File: config.mk
export PLATFORM = sky130hd
export DESIGN_NAME = bank_fifo_drain
export DESIGN_NICKNAME = d
export VERILOG_FILES = /design/src/rtl/bank_fifo_drain.sv
export SDC_FILE = /design/constraint.sdc
export NUM_CORES = 1
export LEC_CHECK = 0
export BUFFER_PORTS_ARGS = -buffer_cell sky130_fd_sc_hd__buf_2
export CAP_MARGIN = 20
export CELL_PAD_IN_SITES_DETAIL_PLACEMENT = 1
export CELL_PAD_IN_SITES_GLOBAL_PLACEMENT = 1
export CORE_MARGIN = 3
export CORE_UTILIZATION = 30
export CTS_BUF_LIST = sky130_fd_sc_hd__clkbuf_4
export CTS_CLUSTER_DIAMETER = 200
export CTS_CLUSTER_SIZE = 40
export DETAILED_ROUTE_END_ITERATION = 12
export PLACE_DENSITY = 0.61
export REMOVE_ABC_BUFFERS = 1
export SYNTH_ARGS = -nofsm -noshare
export SYNTH_HDL_FRONTEND = slang
export SYNTH_SLANG_ARGS = --single-unit
File: constraint.sdc
create_clock -name clk -period 2 [get_ports clk]
set_clock_uncertainty 0.2 [all_clocks]
set_input_delay 0 -clock clk [delete_from_list [all_inputs] [get_ports clk]]
set_output_delay 0 -clock clk [all_outputs]
set_load 0.1 [all_outputs]
File: src/rtl/bank_fifo_drain.sv
`default_nettype none
// ============================================================================
// Module   : bank_fifo_drain
// Function : Read-side consumer of the dual-clock bank FIFO. Pulls one full
//            bank per burst and emits it on a valid/ready stream with last.
// Revision : 1.0 - initial release
// ============================================================================
module bank_fifo_drain #(
  parameter int          W               = 16,
  parameter int          N               = 8,
  // Reset value of the completed-bank counter; nonzero only for preload use.
  parameter logic [15:0] BANK_COUNT_INIT = 16'h0000
) (
  input  logic         clk,
  input  logic         rst_,
  input  logic         en,
  input  logic         f_ok,
  input  logic [W-1:0] f_data,
  output logic         f_trigger,
  output logic         o_valid,
  input  logic         o_ready,
  output logic [W-1:0] o_data,
  output logic         o_last,
  output logic [15:0]  o_bankCount
);

  localparam int           c_BW       = 1 << (N - 1);
  localparam logic [N-2:0] c_LAST_IDX = (N - 1)'(c_BW - 1);

  typedef enum logic [1:0] {
    S_IDLE  = 2'd0,
    S_BURST = 2'd1,
    S_DONE  = 2'd2
  } state_t;

  state_t       r_state;
  logic [N-2:0] r_wordCnt;

  logic w_accept;
  logic w_pop;
  logic w_lastPop;

  // The output register is single-entry: a pop is only allowed when it is
  // empty or being drained in this same cycle.
  assign w_accept  = o_valid && o_ready;
  assign w_pop     = (r_state == S_BURST) && f_ok && (!o_valid || o_ready);
  assign w_lastPop = w_pop && (r_wordCnt == c_LAST_IDX);
  assign f_trigger = w_pop;

  always_ff @(posedge clk or negedge rst_) begin
    if (!rst_) begin
      r_state     <= S_IDLE;
      r_wordCnt   <= '0;
      o_valid     <= 1'b0;
      o_data      <= '0;
      o_last      <= 1'b0;
      o_bankCount <= BANK_COUNT_INIT;
    end else begin
      case (r_state)
        S_IDLE: begin
          if (en && f_ok) begin
            r_state   <= S_BURST;
            r_wordCnt <= '0;
          end
        end
        S_BURST: begin
          if (w_lastPop) begin
            r_state <= S_DONE;
          end
        end
        // Holding here until the last word drains gives the FIFO bank-toggle
        // bit time to settle so a stale f_ok cannot start a new burst.
        S_DONE: begin
          if (w_accept) begin
            r_state <= S_IDLE;
          end
        end
        default: begin
          r_state <= S_IDLE;
        end
      endcase

      if (w_pop) begin
        o_data    <= f_data;
        o_valid   <= 1'b1;
        o_last    <= (r_wordCnt == c_LAST_IDX);
        r_wordCnt <= r_wordCnt + 1'b1;
      end else if (w_accept) begin
        o_valid <= 1'b0;
      end

      if (w_accept && o_last) begin
        o_bankCount <= o_bankCount + 16'd1;
      end
    end
  end

endmodule
`default_nettype wire

* Word level (Yosys, flattened, before mapping)
Cells that the tools add are included.
** Storage, ports and cells
- Word-level logic and storage cells :: 37
- Register bits :: 43
- Output and inout port bits :: 35
- Input bits :: 21
** Operators by class
- Add/subtract/negate cells :: 2
- Reduce and logical (&&, ||, !) cells :: 14
- Multiplexer cells :: 9
- Eq/ne operators :: 6
** Operators with widths (count)
- $mux W7 :: 3
- $add A16 B1 Y16 const B :: 1
- $add A7 B1 Y7 const B :: 1
- $eq A7 B7 Y1 const B :: 1
- $logic_and A1 B1 Y1 :: 6
- $mux W2 :: 3
- $ne A2 B2 Y1 const B :: 3
- $pmux W2 S3 :: 1
- $reduce_bool A2 Y1 :: 3
- $reduce_and A3 Y1 :: 1
- $eq A2 B1 Y1 const B :: 1
- $eq A2 B2 Y1 const B :: 1
- $logic_not A2 Y1 :: 1
- $mux W1 :: 2
- $reduce_and A2 Y1 :: 1
- $logic_not A1 Y1 :: 1
- $logic_or A1 B1 Y1 :: 1

* Logic depth before layout (Yosys ltp)
Gate-level depths: netlist of run 1.
- Depth in word-level cells :: 6
- Depth in mapped cells :: 6
- Mapped depth without buffers :: 5

* Worst setup path before layout of run 1
No wires, ideal clock.
- Kind :: flip-flop to flip-flop
- From :: reg o_valid
- To :: reg o_data[0]
- Required time :: 1.732 ns
- Cell stages (with the launch flop) :: 7
- Data arrival time :: 2.068 ns
- Path buffers :: 1
- Clock period less this slack :: 2.336 ns
- Setup time :: 0.068 ns
- Setup slack :: -0.336 ns
- Path through :: dfrtp_1 -> nor2b_2 -> or2_4 -> inv_2 -> buf_2 -> nand2_1 -> nand2_1
** On the way
- Longest elaborated chain between the ends :: 3
** RTL lines
- start, declared :: RTL line 20 : output logic o_valid,
- start signal, assigned :: RTL line 54 : o_valid <= 1'b0;
- start signal, assigned :: RTL line 85 : o_valid <= 1'b1;
- start signal, assigned :: RTL line 89 : o_valid <= 1'b0;
- $logic_not A1 Y1 :: RTL line 46 : assign w_pop = (r_state == S_BURST) && f_ok && (!o_valid || o_ready);
- $logic_or A1 B1 Y1 :: RTL line 46
- $logic_and A1 B1 Y1 :: RTL line 46
- named net f_trigger :: RTL line 19 : output logic f_trigger,
- end signal, assigned :: RTL line 84 : o_data <= f_data;
- end, declared :: RTL line 22 : output logic [W-1:0] o_data,
The timed path passes the listed nets, and every way through them passes these cells.
A chain may end at the register's enable or synchronous reset.

* Worst setup path in the final report of run 1
- From :: reg o_valid
- To :: out f_trigger
** On the way
- Longest elaborated chain between the ends :: 3
** RTL lines (RTL line)
- $logic_not A1 Y1 :: 46
- $logic_or A1 B1 Y1 :: 46
- $logic_and A1 B1 Y1 :: 46
- end, declared :: 19
No other way between the ends.

==> metrics.csv, run 1 <==
metric,value,unit
status,completed,
Post-synth top flop,dfrtp_1,
final period utilization,94.0,%
Internal Power,0.00126,W
Post-synth EDFFs,0,
core area,0.00574,mm^2
Least-Margin Pin Slew,947,ps
setup ws final,121,ps
Post-Syn Instances,177,
PD cells,819,mW/mm^2
crit path kind,flip-flop to output pin,
CTS tree,yes,
GRT Overall Usage,14.5,%
DRT antenna net count,0,
Final GP Congestion,0.691,
post-layout min period,1880,ps
first-pass GRT wire length,8300,um
CTS Buffer Depth,2,
Setup crit end kind,output pin,
Post-DP HPWL,3200,um
top post-synthesis cells by count,"nand2_1, dfrtp_1, xnor2_1",
fillers,681,
Seq cells post-synth,43,
vias in the first global route,1742,
met3 usage,3.53,%
overall power,0.00206,W
PortBufs,55,
maxcap violations,0,
main area contributors after synthesis,"dfrtp_1, nand2_1, xnor2_1",
switch share,39.1,%
Critical Path Source Type,flip-flop,
worst-skew pair later-pin latency,350,ps
DRC,0,
Post-synth ARST share,100,%
CTS Sinks,43,
cell taking the most area after synthesis,dfrtp_1,
DR pass1 iterations,4,
crit path DAT,1680,ps
# H-tree levels,2,
Comb pwr share,29.6,%
setup violators final,0,
Initial Utilization,32.2,%
Num CTS Buffers,5,
layout cell share with drive strength beyond 1,28.2,%
HP Class,primary input to flip-flop,
Ant. Diodes,0,
crit-path max FO,22,
postcts setup bufs,0,
met1 Track Usage GR,17.3,%
area of the mapped netlist,0.00185,mm^2
Clk pwr share,21.4,%
Pleak,1.32,nW
Reg power frac,49.0,%
fin. max-slew vios,0,
Die Y,84.5,um
Avg WL per Cell,13.9,um
RSZ-0062 raised after global routing,false,
CTS root buf,clkbuf_4,
total negative slack,0,ps
dpl cells,304,
met2 Resource Use GR,25.6,%
fin util,43.8,%
"Most Used Layer, Global Route",met2,
Hold Fails Final Rpt,0,
initial antenna violation count,0,
initial drt markers,46,
Overflow after GRT,0,
Post-layout nets,284,
clk slew on worst S/H paths,120,ps
Top-Level Pins,56,
area delta synth->final,36.0,%
relative slew slack,36.6,%
Synth top area share,58.1,%
Max Freq,532,MHz
P_sw,0.000806,W
largest net degree at the start of global routing,23,
Mean Syn Cell Area,10.5,um^2
Die W,84.5,um
Rows,27,
Post-Route WL,4640,um
DR vias,1561,
Yosys cell types,33,
DIE AREA,0.00715,mm^2
Non-Filler Instances,334,
yosys warns,0,
"count leader, synth",nand2_1,
Critical Path RT,1800,ps
peak supply drop,0.444,mV
Via-to-Cell Ratio,4.67,
Setup WS pre-CTS,285,ps
register area share after synthesis,58.1,%
routing by layer:
metal / vias to the layer above / share of wire, %
met3: 5 / 5.4
met5: - / 0
met1: 746 / 43
li1: 762 / -
met4: 0 / 1.2
met2: 48 / 50
state kept, by name, summed over array words and instances, names as in the netlist:
| name | flops |
|---|---|
| o_last | 1 |
| r_wordCnt | 7 |
| o_data | 16 |
| o_valid | 1 |
| o_bankCount | 16 |
| r_state | 2 |
placed cells by master, fill, tap and decap left out:
| cell | synthesis | layout |
|---|---|---|
| a21o_1 | 1 | 1 |
| a21oi_1 | 1 | 1 |
| a22o_1 | 1 | 1 |
| a31o_2 | 1 | 1 |
| and3_1 | 2 | 2 |
| and4_1 | 3 | 3 |
| buf_12 | 0 | 1 |
| buf_2 | 3 | 54 |
| buf_4 | 0 | 3 |
| clkbuf_4 | 0 | 7 |
| clkinv_2 | 0 | 1 |
| dfrtp_1 | 43 | 43 |
| dlygate4sd3_1 | 0 | 23 |
| ha_1 | 2 | 2 |
| inv_1 | 2 | 2 |
| inv_4 | 0 | 1 |
| mux2i_1 | 2 | 2 |
| nand2_1 | 62 | 62 |
| nand2b_1 | 1 | 1 |
| nand3_1 | 5 | 5 |
| nand3_2 | 1 | 1 |
| nand3b_4 | 1 | 1 |
| nand4_1 | 8 | 8 |
| nand4bb_1 | 1 | 1 |
| nor2_1 | 3 | 3 |
| nor2b_1 | 1 | 1 |
| nor2b_2 | 1 | 1 |
| nor3_1 | 2 | 2 |
| nor3_2 | 2 | 2 |
| nor4_1 | 2 | 2 |
| nor4b_1 | 1 | 1 |
| o211a_1 | 1 | 1 |
| o21ai_0 | 3 | 3 |
| o31ai_1 | 1 | 1 |
| or2_4 | 1 | 1 |
| xnor2_1 | 15 | 15 |
| xor2_1 | 2 | 2 |
path summary, 6_finish.rpt:
path | cells after the start | end | start | slack (ps)
worst max-delay path | 4 | f_trigger | o_valid$_DFFE_PN0P_ | 120
worst min-delay path | 4 | o_data[0]$_DFFE_PN0P_ | f_data[0] | 170
worst max register to register | 5 | r_wordCnt[2]$_DFFE_PN0P_ | o_valid$_DFFE_PN0P_ | 280
worst min register to register | 2 | o_data[9]$_DFFE_PN0P_ | o_data[9]$_DFFE_PN0P_ | 280
max in group asynchronous | 3 | r_wordCnt[3]$_DFFE_PN0P_ | rst_ | 360
min in group asynchronous | 4 | o_bankCount[14]$_DFFE_PN0P_ | rst_ | 520
what timing repair did:
item,4_1_cts,5_1_grt
resized for setup,1,0
hold buffers,23,0
setup endpoints to repair,1,0
hold endpoints to repair,79,0
cells by family after synthesis:
kind of cell             count (synthesis)  share of synthesized area (%)
buffers and inverters                    7                           2.03
XOR/XNOR                                17                           8.05
adder cells (fa/ha/maj)                  2                           1.35
AO/OA/AOI/OAI                            9                           3.38
flip-flops                              43                           58.1
multiplexers                             2                           1.08
AND/OR/NAND/NOR                         97                           26.0
metrics by stage:
step                hold WS, ps  instance area (um^2)
floorplan                  -496                  1820
detailed placement         -195                  2230
global placement           -195                  2230
CTS                         134                  2520
finish                      167                  2520
global route                168                  2520
critical path, stage by stage (launching register included):
cell and delay (ps):
dfrtp_1 440, nor2b_2 200, or2_4 270, inv_4 190
buf_12 210
layout make-up:
type,count,area (um^2),share of cell area [%]
well taps,72,90.1,3.58
multi-input cells,127,737,29.3
flip-flops and latches,43,1080,42.7
clock inverters,1,5.00,0.199
inverters,3,13.8,0.547
repair buffers,81,543,21.6
clock buffers,7,52.6,2.09
power groups by stage:
stage / sequential, W / clock [W] / combinational [W]
2_1_floorplan: 0.00134 / 0 / 0.000124
3_3_place_gp: 0.00103 / 0 / 0.000572
6_report: 0.00101 / 0.000440 / 0.000610
5_1_grt: 0.00103 / 0.000500 / 0.000655
3_5_place_dp: 0.00103 / 0 / 0.000582
4_1_cts: 0.00101 / 0.000466 / 0.000614
Power figures use the tool's default switching activity.
==> run 2: changes to the inputs <==
Settings changed: CORE_ASPECT_RATIO set to 0.7.
==> run 2 against run 1 <==
Net effect: sequential power about the same; die area up 0.21%; critical path depth unchanged; worst hold slack better by 3.7 ps; via count down 0.90%; routed wire length up 2.2%; sequential cell count unchanged; clock power down 5.5%; largest cell class unchanged.
==> metrics.csv, run 2 (synthesis gave the netlist of run 1 again) <==
metric,value,unit
Hold Fails Final Rpt,0,
PD cells,799,mW/mm^2
fillers,681,
DR vias,1547,
peak supply drop,0.447,mV
"leading cell type in the layout, fill and taps excluded",nand2_1,
CTS Sinks,43,
DRT antenna net count,0,
Hold Worst Slack,170,ps
Critical Path RT,1800,ps
Die W,99.9,um
post-layout min period,1860,ps
Pleak,1.33,nW
dpl cells,308,
Worst R2R Path Depth,6,
Clk pwr share,20.4,%
setup ws final,137,ps
# H-tree levels,2,
postcts setup bufs,0,
clk slew on worst S/H paths,120,ps
Post-DP HPWL,3350,um
start of the worst register-to-register path,o_valid$_DFFE_PN0P_,
CTS tree,yes,
CTS Buffer Depth,2,
Internal Power,0.00123,W
Regs by FF count,"o_bankCount: 16 flops, o_data: 16 flops, r_wordCnt: 7 flops",
Die Y,71.7,um
total negative slack,0,ps
HP Class,primary input to flip-flop,
initial antenna violation count,0,
vias in the first global route,1675,
Top-Level Pins,56,
Post-layout nets,287,
crit-path max FO,11,
Via-to-Cell Ratio,4.55,
crit path kind,flip-flop to output pin,
DR pass1 iterations,4,
Reg power frac,49.4,%
DP Area,0.00225,mm^2
layout cell share with drive strength beyond 1,28.3,%
worst-skew pair later-pin latency,350,ps
met2 Resource Use GR,22.9,%
crit path to,f_trigger,
Rows,23,
P_sw,0.000815,W
Num CTS Buffers,5,
fin. max-slew vios,0,
PortBufs,55,
status,completed,
RSZ-0062 raised after global routing,false,
Final GP Congestion,0.705,
fin area,0.00256,mm^2
setup violators final,0,
DRC,0,
Setup WS pre-CTS,238,ps
Max Freq,537,MHz
Setup crit end kind,output pin,
met3 usage,3.21,%
Overflow after GRT,0,
met1 Track Usage GR,19.9,%
Crit. Startpoint,o_valid$_DFFE_PN0P_,
Comb pwr share,30.2,%
area delta synth->final,38.1,%
Non-Filler Instances,340,
first-pass GRT wire length,8050,um
Post-Route WL,4740,um
R2R Setup Slk,250,ps
Avg WL per Cell,13.9,um
Least-Margin Pin Slew,584,ps
"Most Used Layer, Global Route",met2,
Ant. Diodes,0,
DIE AREA,0.00716,mm^2
relative slew slack,60.7,%
crit path DAT,1660,ps
switch share,39.9,%
final period utilization,93.2,%
most frequent cells in the layout,"nand2_1, buf_2, dfrtp_1, dlygate4sd3_1, xnor2_1",
initial drt markers,41,
Initial Utilization,31.7,%
CTS root buf,clkbuf_4,
RR Endpoint,o_data[0]$_DFFE_PN0P_,
largest net degree at the start of global routing,23,
maxcap violations,0,
GRT Overall Usage,14.3,%
Critical Path Source Type,flip-flop,
core area,0.00584,mm^2
run 2: cell type report:
type,instances,area [um^2],share of cell area [%]
Inverter,3,11.3,0.441
Clock buffer,5,37.5,1.47
Clock inverter,3,15.0,0.587
Timing Repair Buffer,84,586,22.9
Multi-Input combinational cell,127,737,28.8
Tap cell,75,93.8,3.67
Sequential cell,43,1080,42.1
run 2: how the worst min path moves through the flow:
stage / endpoint / startpoint / cells past startpoint
3_5_place_dp: o_bankCount[5]$_DFFE_PN0P_ / rst_ / 1
4_1_cts: o_data[8]$_DFFE_PN0P_ / f_data[8] / 4
2_1_floorplan: o_bankCount[0]$_DFFE_PN0P_ / rst_ / 0
3_3_place_gp: o_bankCount[11]$_DFFE_PN0P_ / rst_ / 1
5_1_grt: o_data[5]$_DFFE_PN0P_ / f_data[5] / 4
6_report: o_data[8]$_DFFE_PN0P_ / f_data[8] / 4
run 2: power by group through the flow:
| stage | sequential [W] | combinational (W) | clock (W) |
|---|---|---|---|
| after global routing | 0.00102 | 0.000659 | 0.000462 |
| after floorplan | 0.00134 | 0.000124 | 0 |
| after CTS | 0.00101 | 0.000616 | 0.000436 |
| final | 0.00101 | 0.000617 | 0.000416 |
| after detailed placement | 0.00103 | 0.000579 | 0 |
| after global placement | 0.00103 | 0.000573 | 0 |
run 2: repair_timing:
item / 4_1_cts / 5_1_grt
hold endpoints to repair: 81 / 0
hold buffers: 23 / 0
gates resized for setup: 0 / 0
run 2: stage by stage:
step                utilization, %  total power [W]
floorplan                        -          0.00146
global placement              38.4          0.00160
detailed placement            38.4          0.00161
CTS                           43.3          0.00206
global route                  43.8          0.00214
finish                        43.8          0.00204
run 2: metal layers:
layer | wire [um] | share of wire, % | up-vias
met5 | 0 | 0 | -
met4 | 36 | 0.76 | 0
met3 | 194 | 4.1 | 4
met2 | 2170 | 46 | 30
met1 | 2340 | 49 | 748
li1 | - | - | 765
run 2: critical path, cell delays in order (launching register included):
cell and delay [ps]:
dfrtp_1 430, nor2b_2 200, or2_4 320, inv_2 180, buf_12 200
==> run 3: changes to the inputs <==
Settings changed: ABC_AREA set to 1, PLACE_DENSITY 0.61 to 0.62.
==> run 3 against run 2 <==
Net effect: sequential power is 14% higher; core utilization is 1.2 points lower; synthesized area is 10% higher; routed wire length is 8.9% higher; combinational power is 120% higher; clock power is 36% higher; power is 50% higher; final cell count is 21% higher; critical path depth stayed put.
==> metrics.csv, run 3 <==
metric,value,unit
status,completed,
dpl cells,384,
Overflow after GRT,0,
P_sw,0.00152,W
start of the worst register-to-register path,o_valid$_DFFE_PN0P_,
initial drt markers,53,
crit-path max FO,23,
DRC,0,
Post-synth ARST share,100,%
Regs by FF count,"o_bankCount: 16 flops, o_data: 16 flops, r_wordCnt: 7 flops",
Seq cells post-synth,43,
crit path DAT,1620,ps
"leading cell type in the layout, fill and taps excluded",nand2_1,
vias in the first global route,1854,
HP Class,primary input to asynchronous set/reset pin,
Synth top area share,52.9,%
DRT antenna net count,0,
switch share,49.6,%
DIE AREA,0.00783,mm^2
Rows,24,
CTS tree,yes,
Comb pwr share,43.7,%
Internal Power,0.00154,W
Yosys cell types,27,
Post-synth top flop,dfrtp_1,
maxcap violations,0,
Max Freq,550,MHz
Reg power frac,37.8,%
fin. max-slew vios,0,
Post-layout nets,344,
Post-Syn Instances,240,
DR vias,1774,
Non-Filler Instances,413,
Hold Fails Final Rpt,0,
GRT Overall Usage,14.1,%
yosys warns,0,
Die W,104,um
DP Area,0.00243,mm^2
layout cell share with drive strength beyond 1,24.2,%
Post-DP HPWL,3640,um
Post-synth EDFFs,0,
Mean Syn Cell Area,8.48,um^2
most frequent cells in the layout,"nand2_1, buf_2, dfrtp_1, dlygate4sd3_1, inv_1",
R2R Setup Slk,310,ps
post-layout min period,1820,ps
largest net degree at the start of global routing,44,
Clk pwr share,18.5,%
initial antenna violation count,0,
relative slew slack,62.3,%
Initial Utilization,31.8,%
CTS Sinks,43,
cell taking the most area after synthesis,dfrtp_1,
Worst R2R Path Depth,4,
main area contributors after synthesis,"dfrtp_1, nand2_1, inv_1",
RR Endpoint,o_valid$_DFFE_PN0P_,
Die Y,74.9,um
overall power,0.00305,W
Pleak,1.51,nW
Hold Worst Slack,41.4,ps
Final GP Congestion,0.692,
top post-synthesis cells by count,"nand2_1, dfrtp_1, inv_1",
final period utilization,90.9,%
first-pass GRT wire length,8920,um
worst-skew pair later-pin latency,360,ps
Ant. Diodes,0,
"count leader, synth",nand2_1,
Top-Level Pins,56,
crit path kind,flip-flop to output pin,
peak supply drop,0.676,mV
clk slew on worst S/H paths,130,ps
Via-to-Cell Ratio,4.30,
fin area,0.00272,mm^2
area of the mapped netlist,0.00204,mm^2
setup violators final,0,
PortBufs,55,
Num CTS Buffers,5,
register area share after synthesis,52.9,%
area delta synth->final,33.6,%
Avg WL per Cell,12.5,um
Post-Route WL,5160,um
Least-Margin Pin Slew,566,ps
CTS Buffer Depth,2,
# H-tree levels,2,
RSZ-0062 raised after global routing,false,
DR pass1 iterations,4,
Critical Path RT,1800,ps
Critical Path Source Type,flip-flop,
CTS root buf,clkbuf_4,
core area,0.00640,mm^2
Setup crit end kind,output pin,
PD cells,1120,mW/mm^2
==> run 3: cell types whose count changed after synthesis, moves of 3 or more <==
cell | before | now
and4_1 | 3 | 0
inv_1 | 2 | 18
nand2_1 | 62 | 107
nand3_1 | 5 | 10
nand4_1 | 8 | 3
nor2_1 | 3 | 17
nor2_2 | 0 | 3
o21ai_0 | 3 | 7
xnor2_1 | 15 | 3
xor2_1 | 2 | 6
==> run 3: timing repair <==
item                       4_1_cts  5_1_grt
buffers inserted                 0        0
setup endpoints to repair        0        1
gates resized for setup          0        2
hold buffers                    21        0
hold endpoints to repair        79        0
==> run 3: cell families after synthesis <==
logic type	synth area share, %
simple gates	33.1
flops	52.9
buf+inv	4.92
compound gates	3.26
xor+xnor	4.67
fa+ha+maj	1.23
==> run 3: per-stage QoR <==
stage | setup TNS (ps) | setup slack (ps) | util (%)
2_1_floorplan | -7900 | -376 | -
3_3_place_gp | 0 | 328 | 37.9
3_5_place_dp | 0 | 310 | 37.9
4_1_cts | 0 | 25.0 | 42.5
5_1_grt | 0 | 33.9 | 42.5
6_report | 0 | 181 | 42.5
==> run 3: how the worst max path moves through the flow <==
stage	start	depth (start not counted)	slack, ps	endpoint
finish	r_state[1]$_DFFE_PN0P_	4	180	f_trigger
CTS	r_state[1]$_DFFE_PN0P_	4	30	f_trigger
global route	r_state[1]$_DFFE_PN0P_	4	30	f_trigger
floorplan	o_valid$_DFFE_PN0P_	5	-380	r_wordCnt[6]$_DFFE_PN0P_
detailed placement	r_wordCnt[0]$_DFFE_PN0P_	7	310	r_state[0]$_DFFE_PN0P_
global placement	r_wordCnt[0]$_DFFE_PN0P_	7	330	r_state[0]$_DFFE_PN0P_
==> run 3: final cells by class <==
| type | instances | area [um^2] |
|---|---|---|
| multi-input cells | 174 | 860 |
| clock inverters | 3 | 43.8 |
| fillers | 785 | 3680 |
| inverters | 19 | 73.8 |
| well taps | 91 | 114 |
| clock buffers | 5 | 37.5 |
| repair buffers | 78 | 515 |
| flip-flops and latches | 43 | 1080 |
==> run 3: routing by layer <==
| layer | vias up | track usage [%] | share of wire (%) |
|---|---|---|---|
| li1 | 898 | - | - |
| met2 | 34 | 23.0 | 43 |
| met3 | 5 | 2.83 | 3.8 |
| met5 | - | 0 | 0 |
| met1 | 837 | 19.4 | 52 |
| met4 | 0 | 3.98 | 0.97 |
==> run 3: worst max-delay path: stages, from the launching register on <==
cell and delay (ps):
dfrtp_1 420, nor2_2 180, nand3_4 190, inv_4 260, buf_12 210
==> run 3: power groups by stage <==
stage | Combinational [W] | Clock, W | Sequential, W
after floorplan | 0.000270 | 0 | 0.00193
after global placement | 0.00130 | 0 | 0.00117
after detailed placement | 0.00131 | 0 | 0.00117
after CTS | 0.00134 | 0.000593 | 0.00116
after global routing | 0.00141 | 0.000629 | 0.00119
final | 0.00133 | 0.000566 | 0.00115
